### src/rtl/periph_bus_initiator.sv
// rtl/periph_bus_initiator.sv - peripheral bus initiator: command stream to req/gnt bus, credit-protected response FIFO
// Optional watchdog enabled by defining PERIPH_INITIATOR_TIMEOUT_EN.
module periph_bus_initiator #(
   parameter int ID_WIDTH       = 5,
   parameter int MASTER_ID      = 0,
   parameter int RESP_DEPTH     = 4,
   parameter int TIMEOUT_CYCLES = 1024
) (
   input  logic                clk_i,
   input  logic                rst_ni,
   input  logic                cmd_valid_i,
   output logic                cmd_ready_o,
   input  logic [31:0]         cmd_add_i,
   input  logic                cmd_wen_i,
   input  logic [31:0]         cmd_wdata_i,
   input  logic [3:0]          cmd_be_i,
   output logic                per_req_o,
   output logic [31:0]         per_add_o,
   output logic                per_wen_o,
   output logic [31:0]         per_wdata_o,
   output logic [3:0]          per_be_o,
   output logic [ID_WIDTH-1:0] per_id_o,
   input  logic                per_gnt_i,
   input  logic                per_r_valid_i,
   input  logic                per_r_opc_i,
   input  logic [ID_WIDTH-1:0] per_r_id_i,
   input  logic [31:0]         per_r_rdata_i,
   output logic                rsp_valid_o,
   input  logic                rsp_ready_i,
   output logic [31:0]         rsp_rdata_o,
   output logic                rsp_opc_o,
   output logic                busy_o,
   output logic                timeout_o
);

   localparam int PW = $clog2(RESP_DEPTH);
   localparam int CW = PW + 1;
   localparam logic [CW-1:0] DEPTH_C = CW'(RESP_DEPTH);
   localparam logic [CW:0]   DEPTH_W = (CW+1)'(RESP_DEPTH);
   localparam logic [ID_WIDTH-1:0] ID_ONE = ID_WIDTH'(1) << MASTER_ID;

   typedef enum logic {IDLE = 1'b0, REQ = 1'b1} state_t;

   state_t        state_q, state_d;
   logic          run_q;
   logic          accept, grant;
   logic [CW-1:0] in_flight, fifo_count;
   logic [CW:0]   occupancy;
   logic          credit_ok;
   logic          rsp_hit, pop, push, real_push, syn_push, can_push, full, dec;
   logic [32:0]   push_data;
   logic [32:0]   mem [RESP_DEPTH];
   logic [PW-1:0] wr_ptr, rd_ptr;
   logic          unused_id;

   assign unused_id = ^per_r_id_i;

   // Outstanding bus transactions plus queued responses must fit in the FIFO.
   assign occupancy = {1'b0, in_flight} + {1'b0, fifo_count};
   assign credit_ok = occupancy < DEPTH_W;

   always_ff @(posedge clk_i or negedge rst_ni) begin
      if (!rst_ni) begin
         state_q <= IDLE;
         run_q   <= 1'b0;
      end else begin
         state_q <= state_d;
         run_q   <= 1'b1;
      end
   end

   always_comb begin
      state_d     = state_q;
      accept      = 1'b0;
      grant       = 1'b0;
      cmd_ready_o = 1'b0;
      case (state_q)
         IDLE: begin
            cmd_ready_o = run_q & credit_ok;
            if (cmd_valid_i && cmd_ready_o) begin
               accept  = 1'b1;
               state_d = REQ;
            end
         end
         REQ: begin
            if (per_gnt_i) begin
               grant   = 1'b1;
               state_d = IDLE;
            end
         end
         default: state_d = IDLE;
      endcase
   end

   assign per_req_o = (state_q == REQ);
   assign busy_o    = (state_q == REQ) | (in_flight != '0);

   always_ff @(posedge clk_i or negedge rst_ni) begin
      if (!rst_ni) begin
         per_add_o   <= '0;
         per_wen_o   <= 1'b0;
         per_wdata_o <= '0;
         per_be_o    <= '0;
         per_id_o    <= '0;
      end else if (accept) begin
         per_add_o   <= cmd_add_i;
         per_wen_o   <= cmd_wen_i;
         per_wdata_o <= cmd_wdata_i;
         per_be_o    <= cmd_be_i;
         per_id_o    <= ID_ONE;
      end
   end

   assign rsp_hit   = per_r_valid_i & per_r_id_i[MASTER_ID];
   assign full      = (fifo_count == DEPTH_C);
   assign pop       = rsp_valid_o & rsp_ready_i;
   assign can_push  = ~full | pop;
   assign real_push = rsp_hit & can_push;
   assign push      = real_push | syn_push;
   assign push_data = rsp_hit ? {per_r_opc_i, per_r_rdata_i} : {1'b1, 32'hDEAD_BEEF};
   assign dec       = (rsp_hit | syn_push) & (in_flight != '0);

   always_ff @(posedge clk_i or negedge rst_ni) begin
      if (!rst_ni) begin
         in_flight  <= '0;
         fifo_count <= '0;
         wr_ptr     <= '0;
         rd_ptr     <= '0;
      end else begin
         if (grant && !dec)
            in_flight <= in_flight + 1'b1;
         else if (!grant && dec)
            in_flight <= in_flight - 1'b1;
         if (push && !pop)
            fifo_count <= fifo_count + 1'b1;
         else if (pop && !push)
            fifo_count <= fifo_count - 1'b1;
         if (push)
            wr_ptr <= wr_ptr + 1'b1;
         if (pop)
            rd_ptr <= rd_ptr + 1'b1;
      end
   end

   always_ff @(posedge clk_i) begin
      if (push)
         mem[wr_ptr] <= push_data;
   end

   assign rsp_valid_o = (fifo_count != '0);
   assign rsp_rdata_o = rsp_valid_o ? mem[rd_ptr][31:0] : 32'h0;
   assign rsp_opc_o   = rsp_valid_o ? mem[rd_ptr][32] : 1'b0;

   // A response landing on a full FIFO means the slave broke the credit contract.
   a_no_overflow: assert property (@(posedge clk_i) disable iff (!rst_ni) !(rsp_hit && !can_push));

`ifdef PERIPH_INITIATOR_TIMEOUT_EN
   localparam int TW = $clog2(TIMEOUT_CYCLES + 1);
   localparam logic [TW-1:0] TO_LAST = TW'(TIMEOUT_CYCLES - 1);

   logic [TW-1:0] to_cnt;
   logic          to_pend, timeout_q, count_en, fire;

   assign count_en  = (in_flight != '0) & ~rsp_hit & ~to_pend;
   assign fire      = count_en & (to_cnt == TO_LAST);
   assign syn_push  = (fire | to_pend) & ~rsp_hit & can_push;
   assign timeout_o = timeout_q;

   always_ff @(posedge clk_i or negedge rst_ni) begin
      if (!rst_ni) begin
         to_cnt    <= '0;
         to_pend   <= 1'b0;
         timeout_q <= 1'b0;
      end else begin
         to_cnt  <= (count_en && !fire) ? to_cnt + 1'b1 : '0;
         to_pend <= (fire | to_pend) & ~syn_push;
         if (fire)
            timeout_q <= 1'b1;
      end
   end
`else
   localparam int unused_timeout = TIMEOUT_CYCLES;
   assign syn_push  = 1'b0;
   assign timeout_o = 1'b0;
`endif

endmodule
### config.mk
export PLATFORM = sky130hd
export DESIGN_NAME = periph_bus_initiator
export DESIGN_NICKNAME = d
export VERILOG_FILES = /design/src/rtl/periph_bus_initiator.sv
export SDC_FILE = /design/constraint.sdc
export NUM_CORES = 1
export LEC_CHECK = 0
export ABC_AREA = 1
export BUFFER_PORTS_ARGS = -buffer_cell sky130_fd_sc_hd__buf_4
export CORE_MARGIN = 2
export CORE_UTILIZATION = 41
export CTS_BUF_LIST = sky130_fd_sc_hd__clkbuf_4 sky130_fd_sc_hd__clkbuf_8
export DETAILED_ROUTE_END_ITERATION = 10
export RECOVER_POWER = 100
export SYNTH_ARGS = -nofsm -noshare
export SYNTH_HDL_FRONTEND = slang
export SYNTH_SLANG_ARGS = --single-unit
### constraint.sdc
create_clock -name clk_i -period 5.17 [get_ports clk_i]
set_input_delay 1.551 -clock clk_i [delete_from_list [all_inputs] [get_ports clk_i]]
set_output_delay 1.551 -clock clk_i [all_outputs]
set_load 0.02 [all_outputs]
==> run_results.csv <==
group,metric,value,unit
global_route,grt_pass1_wl,33440,um
synthesis,synth.avg_cell_area,10.58,um^2
sta,period_minus_slack,4.368,ns
route,viasPerCell,4.790,
clock_tree,clkSlewWorstSetupHoldPaths,0.06,ns
clock_tree,cts.sinks,214,
run,cap_viol_max_count,6,
synthesis,yosys-top-cells-area,"edfxtp_1 (45%), dfrtp_1 (23%), nand2_1 (6.9%), nor2_1 (6.4%), nand3_1 (4.1%)",
clock_tree,cts_setup_buffers,0,
placement,port_buffers,215,
synthesis,ys.warnings.count,0,
worst_setup_path,start_kind,"flip-flop",
worst_setup_path,crit_chain,"clkinv_1 -> clkbuf_1 -> nor2_1 -> o21ai_0 -> a21oi_1 -> clkbuf_1",
power_and_ir_drop,ir_drop,0.3204,mV
power_and_ir_drop,p_leak,4.622,nW
worst_setup_path,critPathArrivalTime,2.82,ns
synthesis,synth-seq-area-share,0.6821,
sta,fmax,0.2289,GHz
sta,rsz0062_at_grt,"false",
floorplanning,rows,53,
synthesis,yosys.area.top_type,"edfxtp_1",
sta,postLayoutSetupSlackWorst,0.8022,ns
min_path,whs_path_depth,2,
sta,finalCritPeriodShare,0.8448,
synthesis,yosysTopAreaCellShare,0.4494,
power_and_ir_drop,power_density,589.6,nW/um^2
clock_tree,cts_tree,"built",
floorplanning,die_area,22700,um^2
clock_tree,numCtsBuffers,36,
global_route,grt_max_degree,72,
placement,dp_hpwl,13010,um
worst_setup_path,critPathKind,"flip-flop to primary output",
sta,fin_setup_tns,0,ns
route,wl_per_cell,15.99,um
clock_tree,clock-root-buffer,"clkbuf_8",
floorplanning,core_region_area,21090,um^2
route,drt_iter0_drc,297,
min_path,hold_path_class,"flip-flop to flip-flop",
sta,worst_pin_slew,3.070,ns
synthesis,ys.flop_type,"edfxtp_1",
sta,skew,0.02684,ns
global_route,first_global_vias,6332,
sta,hold_viol,0,
synthesis,syn_area,8820,um^2
final_layout,drive_gt1_frac,0.1905,
worst_setup_path,r2r.worst_path.cells,9,
outcome,failed_checks,"max-capacitance violations, max-slew violations",
global_route,grt-ovfl-total,0,
floorplanning,start_util,0.4182,
clock_tree,cts_resized,0,
final_layout,fin_util,0.5187,
clock_tree,holdBufCountCts,0,
clock_tree,htree_levels,2,
worst_setup_path,path_common_cell,"clkbuf_1",
sta,finalMaxSlewViolations,190,
global_route,antenna_found_initial,0,
placement,dp.cells,1286,
final_layout,diodes,0,
floorplanning,die_h,150.7,um
route,via_count,6471,
global_route,grt_usage,0.1917,
worst_setup_path,cp_max_fo,18,
synthesis,ys_ff_latch,214,
floorplanning,num_io_pins,225,
synthesis,synth_cell_types,24,
clock_tree,worstSkewPairLatency,0.52,ns
final_layout,fin_nets,1172,
sta,relSlewSlack,-1.047,
synthesis,async_reset_ff_frac,0.3832,
synthesis,synth_cells,834,
placement,gp_congestion,0.7291,
synthesis,synth.top_cells.by_count,"nand2_1 (162), nor2_1 (151), edfxtp_1 (132), dfrtp_1 (82), nand3_1 (73)",
synthesis,yosysMostFrequentCell,"nand2_1",
worst_setup_path,required,3.62,ns
route,drc_errors,0,
sta,setup_viol,0,
final_layout,fin_cells,1351,
power_and_ir_drop,fin_total_pwr,6.449,mW
worst_setup_path,critPathMaxStageDelay,0.59,ns
route,routed_wl,21610,um
synthesis,synth_edf_count,132,
floorplanning,die_x,150.7,um
route,ant_nets,0,
outcome,status,"complete, but fails checks",
worst_setup_path,cp-end-kind,"primary output",
placement,place_ws,1.606,ns
final_layout,area_delta_synth_final,24.03,%
worst_setup_path,critPathSlowestCell,"clkbuf_1",
clock_tree,clk_path_buf_depth,3,
route,dr.pass1.iters,4,
[layout make-up]
type | count | area (um^2)
inverter | 32 | 120.1
sequential | 214 | 6017
tap | 275 | 344.1
clock inverter | 4 | 22.52
clock buffer | 61 | 726.9
timing repair buffer | 228 | 1280
multi-input combinational | 537 | 2429
fill | 1995 | 10150
[critical path, delay by kind of cell, from the launching register on]
family,cells,cell delay (ns)
AOI/OAI and AO/OA,2,0.37
buffers and inverters,3,1.38
DFF,1,0.35
and+or+nand+nor,1,0.21
[registers in the layout (all words and copies together), names as in the netlist]
signal and cells:
fifo_count 3, mem 132, per_id_o 1, per_wdata_o 32, per_wen_o 1, wr_ptr 2
rd_ptr 2, per_add_o 32, per_be_o 4, per_req_o 1, run_q 1, in_flight 3
[layer usage]
| layer | track usage | wire length (um) | up-vias | share of wire |
|---|---|---|---|---|
| met5 | 0 | 0 | - | 0 |
| met4 | 0.05000 | 291 | 0 | 0.013 |
| met3 | 0.07515 | 2049 | 27 | 0.095 |
| met2 | 0.3166 | 10470 | 219 | 0.48 |
| met1 | 0.2363 | 8797 | 3040 | 0.41 |
| li1 | - | - | 3185 | - |
[power by group]
part	switching, mW	internal (mW)	total [mW]	leakage [nW]
clock	0.646	0.884	1.53	0.406
combinational	1.82	0.697	2.52	2.04
sequential	0.190	2.21	2.40	2.18
total	2.66	3.79	6.45	4.62
[placed cells by master, fill, tap and decap left out]
cell	Yosys	routed
clkbuf_8	0	43
clkbuf_1	16	115
or2_2	25	25
fa_1	2	2
dfrtp_1	82	81
clkinv_2	0	2
a21oi_1	34	34
o21ai_1	7	7
o21ai_0	62	62
xor2_1	3	3
inv_6	0	1
buf_4	6	112
clkinv_1	1	2
clkbuf_4	0	19
inv_2	1	1
inv_1	30	30
nor2_1	151	152
conb_1	2	6
dfrtp_2	0	1
nand2_2	1	1
ha_1	8	8
nand2_1	162	162
xnor2_1	2	2
edfxtp_1	132	132
nand3_1	73	73
[cell families after synthesis]
kind of cell / Yosys count / synth area share
AOI/OAI and AO/OA: 103 / 0.05845
adders and majority gates: 10 / 0.01589
buffers and inverters: 87 / 0.04398
DFF: 214 / 0.6821
other: 2 / 0.0008515
and+or+nand+nor: 413 / 0.1938
xor gates and xnor gates: 5 / 0.004966
[worst paths after layout]
path                       slack [ns]           start             end
max                              0.80       rd_ptr[1]       rsp_opc_o
min                              0.47  per_wdata_o[1]  per_wdata_o[1]
max reg2reg                      1.13    in_flight[1]    per_add_o[2]
min reg2reg                      0.47  per_wdata_o[1]  per_wdata_o[1]
max in group asynchronous        2.35          rst_ni     per_id_o[0]
min in group asynchronous        1.11          rst_ni   per_add_o[31]
[through the flow]
stage	cell area (um^2)	hold WS, ns
after global routing	10940	0.4905
after CTS	11410	0.4751
final	10940	0.4665
after detailed placement	10660	0.4598
after global placement	10660	0.4502
after floorplan	8835	0.5199
Note: power is estimated with default switching activity, not from simulation.
